$ cat config.mk
export PLATFORM = sky130hd
export DESIGN_NAME = regfile_mp_flat
export DESIGN_NICKNAME = d
export VERILOG_FILES = /design/src/rtl/micro_pkg.sv /design/src/rtl/regfile_mp_if.sv /design/src/rtl/rf_clear_seq.sv /design/src/rtl/regfile_mp.sv /design/src/flat_wrapper.sv
export SDC_FILE = /design/constraint.sdc
export NUM_CORES = 1
export LEC_CHECK = 0
export BUFFER_PORTS_ARGS = -buffer_cell sky130_fd_sc_hd__buf_2
export CAP_MARGIN = 5
export CORE_MARGIN = 2
export CORE_UTILIZATION = 25
export DETAILED_ROUTE_END_ITERATION = 8
export PLACE_DENSITY = 0.39
export SLEW_MARGIN = 20
export SYNTH_ARGS = -nofsm -noshare
export SYNTH_HDL_FRONTEND = slang
export SYNTH_SLANG_ARGS = --single-unit
$ cat constraint.sdc
create_clock -name clk -period 3.79 [get_ports clk]
set_input_delay 1.137 -clock clk [delete_from_list [all_inputs] [get_ports clk]]
set_output_delay 1.137 -clock clk [all_outputs]
set_load 0.005 [all_outputs]
$ cat src/rtl/micro_pkg.sv
// Shared micro-core constants: phase vector bit positions and clear-FSM encoding.
// Imported by the register file, its clear sequencer and the bus interface.
package micro_pkg;

  localparam int PH_WIDTH = 5;
  localparam int PH_W     = 0;
  localparam int PH_M     = 1;
  localparam int PH_X     = 2;
  localparam int PH_R     = 3;
  localparam int PH_F     = 4;

  localparam logic [0:0] ST_IDLE = 1'b0;
  localparam logic [0:0] ST_CLR  = 1'b1;

endpackage

$ cat src/rtl/regfile_mp_if.sv
// Decode/write-back facing bus of the phase-gated register file.
// master = core side driving addresses/data, slave = register file.
interface regfile_mp_if #(
  parameter int DATA_W = 32,
  parameter int DEPTH  = 8,
  parameter int N_RD   = 2
);
  import micro_pkg::*;

  localparam int AW = $clog2(DEPTH);

  logic [PH_WIDTH-1:0]     phase;
  logic [N_RD*AW-1:0]      ra;
  logic [N_RD*DATA_W-1:0]  rd;
  logic                    rd_vld;
  logic [AW-1:0]           wa;
  logic [DATA_W-1:0]       wd;
  logic                    we;
  logic                    wr_drop;
  logic                    clr_req;
  logic                    clr_busy;
  logic                    clr_done;
  logic [DEPTH*DATA_W-1:0] rf_flat;

  modport master (
    output phase, ra, wa, wd, we, clr_req,
    input  rd, rd_vld, wr_drop, clr_busy, clr_done, rf_flat
  );

  modport slave (
    input  phase, ra, wa, wd, we, clr_req,
    output rd, rd_vld, wr_drop, clr_busy, clr_done, rf_flat
  );

endinterface

$ cat src/rtl/rf_clear_seq.sv
// Clear sequencer: walks the file one word per cycle from address 0 to DEPTH-1.
// clr_req is only honoured while idle; clr_done pulses the cycle after the last word.
module rf_clear_seq
  import micro_pkg::*;
#(
  parameter int DEPTH = 8,
  parameter int AW    = $clog2(DEPTH)
) (
  input  logic          clk,
  input  logic          rst,
  input  logic          clr_req,
  output logic          clr_busy,
  output logic          clr_done,
  output logic          clr_we,
  output logic [AW-1:0] clr_addr
);

  localparam logic [AW:0] LAST = (AW+1)'(DEPTH - 1);

  logic [0:0] state;
  logic [AW:0] cnt;

  always_ff @(posedge clk) begin
    if (rst) begin
      state    <= ST_IDLE;
      cnt      <= '0;
      clr_done <= 1'b0;
    end else begin
      clr_done <= 1'b0;
      case (state)
        ST_IDLE: begin
          if (clr_req) begin
            state <= ST_CLR;
            cnt   <= '0;
          end
        end
        ST_CLR: begin
          cnt <= cnt + 1'b1;
          if (cnt == LAST) begin
            state    <= ST_IDLE;
            clr_done <= 1'b1;
          end
        end
        default: state <= ST_IDLE;
      endcase
    end
  end

  assign clr_busy = (state == ST_CLR);
  assign clr_we   = clr_busy;
  assign clr_addr = cnt[AW-1:0];

endmodule

$ cat src/rtl/regfile_mp.sv
// Phase-gated multi-read-port register file with write-first bypass and a clear sequencer.
// Define ZERO_REG_EN to hardwire word 0 to zero.
module regfile_mp
  import micro_pkg::*;
#(
  parameter int DATA_W = 32,
  parameter int DEPTH  = 8,
  parameter int N_RD   = 2
) (
  input  logic        clk,
  input  logic        rst,
  regfile_mp_if.slave bus
);

  localparam int AW = $clog2(DEPTH);

  logic [DATA_W-1:0] mem  [DEPTH];
  logic [DATA_W-1:0] rd_r [N_RD];

  logic          clr_busy;
  logic          clr_we;
  logic [AW-1:0] clr_addr;
  logic          wr_q;
  logic          wr_ok;
  logic          wr_acc;

  logic [N_RD*DATA_W-1:0]  rd_flat;
  logic [DEPTH*DATA_W-1:0] img_flat;
  logic                    unused_phase;

  rf_clear_seq #(.DEPTH(DEPTH), .AW(AW)) u_clr (
    .clk      (clk),
    .rst      (rst),
    .clr_req  (bus.clr_req),
    .clr_busy (clr_busy),
    .clr_done (bus.clr_done),
    .clr_we   (clr_we),
    .clr_addr (clr_addr)
  );

  assign wr_q = bus.phase[PH_W] & bus.we;

  // Writes to word 0 vanish entirely when it is hardwired, so they never count as dropped.
`ifdef ZERO_REG_EN
  assign wr_ok = (bus.wa != '0);
`else
  assign wr_ok = 1'b1;
`endif

  assign wr_acc = wr_q & ~clr_busy & wr_ok;

  always_ff @(posedge clk) begin
    if (rst) begin
      for (int i = 0; i < DEPTH; i++) mem[i] <= '0;
    end else if (clr_we) begin
      mem[clr_addr] <= '0;
    end else if (wr_acc) begin
      mem[bus.wa] <= bus.wd;
    end
  end

  // Read latch samples pre-edge storage; an accepted write to the same word wins.
  always_ff @(posedge clk) begin
    if (rst) begin
      for (int k = 0; k < N_RD; k++) rd_r[k] <= '0;
      bus.rd_vld  <= 1'b0;
      bus.wr_drop <= 1'b0;
    end else begin
      bus.rd_vld  <= bus.phase[PH_R];
      bus.wr_drop <= wr_q & clr_busy & wr_ok;
      if (bus.phase[PH_R]) begin
        for (int k = 0; k < N_RD; k++) begin
          if (wr_acc && (bus.ra[k*AW +: AW] == bus.wa))
            rd_r[k] <= bus.wd;
          else
            rd_r[k] <= mem[bus.ra[k*AW +: AW]];
        end
      end
    end
  end

  always_comb begin
    rd_flat = '0;
    for (int k = 0; k < N_RD; k++) rd_flat[k*DATA_W +: DATA_W] = rd_r[k];
  end

  always_comb begin
    img_flat = '0;
    for (int i = 0; i < DEPTH; i++) img_flat[(DEPTH-1-i)*DATA_W +: DATA_W] = mem[i];
  end

  assign bus.rd       = rd_flat;
  assign bus.rf_flat  = img_flat;
  assign bus.clr_busy = clr_busy;

  assign unused_phase = &{bus.phase[PH_F], bus.phase[PH_X], bus.phase[PH_M]};

endmodule

$ cat src/flat_wrapper.sv
// flat-port wrapper written by rule: the top's interface ports become plain ports
module regfile_mp_flat import micro_pkg::*;
#(
  parameter int DATA_W = 32,
  parameter int DEPTH  = 8,
  parameter int N_RD   = 2
)
  (clk, rst, bus_phase, bus_ra, bus_wa, bus_wd, bus_we, bus_clr_req, bus_rd, bus_rd_vld, bus_wr_drop, bus_clr_busy, bus_clr_done, bus_rf_flat);
  regfile_mp_if #(.DATA_W(DATA_W), .DEPTH(DEPTH), .N_RD(N_RD)) bus_i ();
  input  logic clk;
  input  logic rst;
  input wire logic [$bits(bus_i.phase)-1:0] bus_phase;
  input wire logic [$bits(bus_i.ra)-1:0] bus_ra;
  input wire logic [$bits(bus_i.wa)-1:0] bus_wa;
  input wire logic [$bits(bus_i.wd)-1:0] bus_wd;
  input wire logic [$bits(bus_i.we)-1:0] bus_we;
  input wire logic [$bits(bus_i.clr_req)-1:0] bus_clr_req;
  output wire logic [$bits(bus_i.rd)-1:0] bus_rd;
  output wire logic [$bits(bus_i.rd_vld)-1:0] bus_rd_vld;
  output wire logic [$bits(bus_i.wr_drop)-1:0] bus_wr_drop;
  output wire logic [$bits(bus_i.clr_busy)-1:0] bus_clr_busy;
  output wire logic [$bits(bus_i.clr_done)-1:0] bus_clr_done;
  output wire logic [$bits(bus_i.rf_flat)-1:0] bus_rf_flat;
  assign bus_i.phase = bus_phase;
  assign bus_i.ra = bus_ra;
  assign bus_i.wa = bus_wa;
  assign bus_i.wd = bus_wd;
  assign bus_i.we = bus_we;
  assign bus_i.clr_req = bus_clr_req;
  assign bus_rd = bus_i.rd;
  assign bus_rd_vld = bus_i.rd_vld;
  assign bus_wr_drop = bus_i.wr_drop;
  assign bus_clr_busy = bus_i.clr_busy;
  assign bus_clr_done = bus_i.clr_done;
  assign bus_rf_flat = bus_i.rf_flat;
  regfile_mp #(.DATA_W(DATA_W), .DEPTH(DEPTH), .N_RD(N_RD)) u_core (.clk(clk), .rst(rst), .bus(bus_i));
endmodule
==> reports/qor.yml <==
worstSetupPathType: "in2reg"
yosysTopAreaCell: "edfxtp_1"
cts_max_path_buffers: 3
avgSynthCellArea_um2: 15.57
yosys-top-cells-area: "edfxtp_1 60%, mux4_2 11%, mux4_1 8.2%"
die_w_um: 257.3
start_util: 0.2534
fmax_mhz: 350.3
worstPathArrival_ns: 3.10
slowest_delay_ns: 0.67
cellLeakagePower_nw: 7.955
fin_area_um2: 20510
setup_violations: 0
placed_area_um2: 19190
yosysSeqAreaShare: 0.6090
root_buffer: "clkbuf_16"
grt_max_degree: 65
cp_max_fo: 16
timing.final.ws_setup_ns: 0.9352
viasPerCell: 5.040
portBuffers: 370
hpwl_um: 42290
clkLatencyLatePin_ns: 0.57
synth.yosys.warnings: 0
period_needed_ns: 2.855
dieArea_um2: 66210
numClockSinks: 328
holdPathStages: 2
ys_seq_elements: 328
pre_cts_ws_ns: 0.3326
drtIter0Drc: 1003
die_h_um: 257.3
final_cell_count_no_fill: 2292
rsz0062_at_grt: "false"
layout_common_cells: "365 x buf_2, 320 x edfxtp_1, 260 x nor2_1"
cts_buffers: 42
dp.cells: 2217
grt_usage: 0.2013
wl_per_cell_um: 29.77
required_ns: 4.03
first_global_vias: 11977
drcViolationCount: 0
netlist_area_um2: 16040
area_growth_pct: 27.84
clkTransAtPathRegs_ns: 0.06
diodes: 0
max-cap-violations: 0
cp-start-kind: "input pin"
synth_top_area_share: 0.5990
crit_chain: "buf_2 -> nor4bb_4 -> mux2i_1 -> nand2_2 -> nand2b_2 -> buf_12"
final_common_cell: "buf_2"
coreArea_um2: 63310
ant_nets: 0
outcome: "finished, final reports clean"
relSlewSlack: 0.4344
endpoint_kind: "register"
syn_inst: 1030
irDropWorstVdd_v: 0.0002591
synth-edff-count: 320
row_count: 92
post_cts_buffers: 0
async_flop_share: 0
drt-total-wl_um: 68230
antenna_found_initial: 4
grt_overflow: 0
ctsResizeCount: 0
final_nets: 1466
syn_nets: 1081
crit_path_top_delay_cell: "nor4bb_4"
worst_pin_slew_ns: 0.8484
fin_skew_ns: 0.02905
drive_gt1_frac: 0.4225
io_pins: 374
finalHoldViolCount: 0
setup_tns_ns: 0
cts_hold_buf: 0
rr_worst_depth: 5
drv_slew: 0
synth_flop_cell: "edfxtp_1"
grt_pass1_wl_um: 94510
synthDistinctLibCells: 38
powerDensity_nw_per_um2: 449.8
h-tree-depth: 2
hp-class: "reg2reg"
drtPass1Iterations: 4
num_vias: 11551
finalCritPeriodShare: 0.7532
routabilityCongestion: 0.7553
cts_tree: "yes"
## critical path: cells and delay by family
family	cells	cell delay, ns
AND/OR/NAND/NOR	3	1.12
multiplexers	1	0.40
buffers and inverters	2	0.39
## stage by stage
stage          power [mW]  hold WS (ns)  utilization
4_1_cts             9.342        0.5311       0.3239
5_1_grt             9.532        0.5496       0.3239
6_report            9.225        0.5326       0.3239
2_1_floorplan       4.814        0.4863            -
3_5_place_dp        5.372        0.5182       0.3031
3_3_place_gp        5.363        0.5115       0.3026
## flip-flops by register name, indices dropped and copies added, names as in the netlist
register	cells
u_core.u_clr.cnt	4
u_core.u_clr.clr_done	1
u_core.rd_r	64
u_core.mem	256
u_core.bus.wr_drop	1
u_core.bus.rd_vld	1
u_core.u_clr.clr_busy	1
## cell usage after synthesis (3+ instances only)
master / instances
buf_1: 7
mux4_1: 50
edfxtp_1: 320
nor2b_1: 3
xor2_1: 3
clkbuf_1: 21
xnor2_1: 3
o21ai_0: 6
a22o_1: 32
buf_2: 45
nand2_1: 46
nor2_1: 261
buf_6: 5
mux4_2: 78
mux2i_1: 35
a21oi_1: 12
mux2_2: 32
nor3_1: 3
dfxtp_1: 8
nand2b_1: 13
o2bb2ai_1: 27
## path summary, 6_finish.rpt
| kind | start | endpoint | slack, ns |
|---|---|---|---|
| hold / removal | u_core.u_clr.cnt[0] | u_core.u_clr.cnt[0] | 0.53 |
| setup / recovery | rst | u_core.mem[7][15] | 0.94 |
| hold reg to reg | u_core.u_clr.cnt[0] | u_core.u_clr.cnt[0] | 0.53 |
| setup reg to reg | u_core.u_clr.clr_busy | u_core.mem[7][15] | 1.15 |
## cell type report
type / instances / area [µm²]
inverters: 1 / 3.754
fillers: 6390 / 42800
multi-input cells: 620 / 5931
repair buffers: 422 / 2425
flip-flops and latches: 328 / 9769
well taps: 846 / 1059
clock inverters: 22 / 206.4
clock buffers: 53 / 1114
## logic make-up (layout without fill, tap and decap cells)
kind of cell               Yosys count  after routing  share of synthesized area
AOI/OAI and AO/OA                   80             80                    0.03931
muxes                              196            196                     0.2364
buffers and inverters               82            498                    0.02668
DFF                                328            328                     0.6090
and+or+nand+nor                    337            337                    0.08455
xor gates and xnor gates             6              6                   0.003276
adders and majority gates            1              1                  0.0007798
## report_power, final
group | total [mW] | internal [mW] | leakage (nW) | switching [mW]
Clock | 3.94 | 2.34 | 0.647 | 1.60
Combinational | 0.995 | 0.443 | 3.88 | 0.552
Sequential | 4.29 | 4.16 | 3.42 | 0.129
## routing by layer
layer	GRT usage	share of wire	vias to the layer above
met1	0.2680	0.43	6165
met4	0.05443	0.022	6
met3	0.03694	0.059	95
li1	-	-	4823
met2	0.3367	0.49	462
met5	0	0.00037	-
No activity file was read; power rests on OpenSTA's default activity.
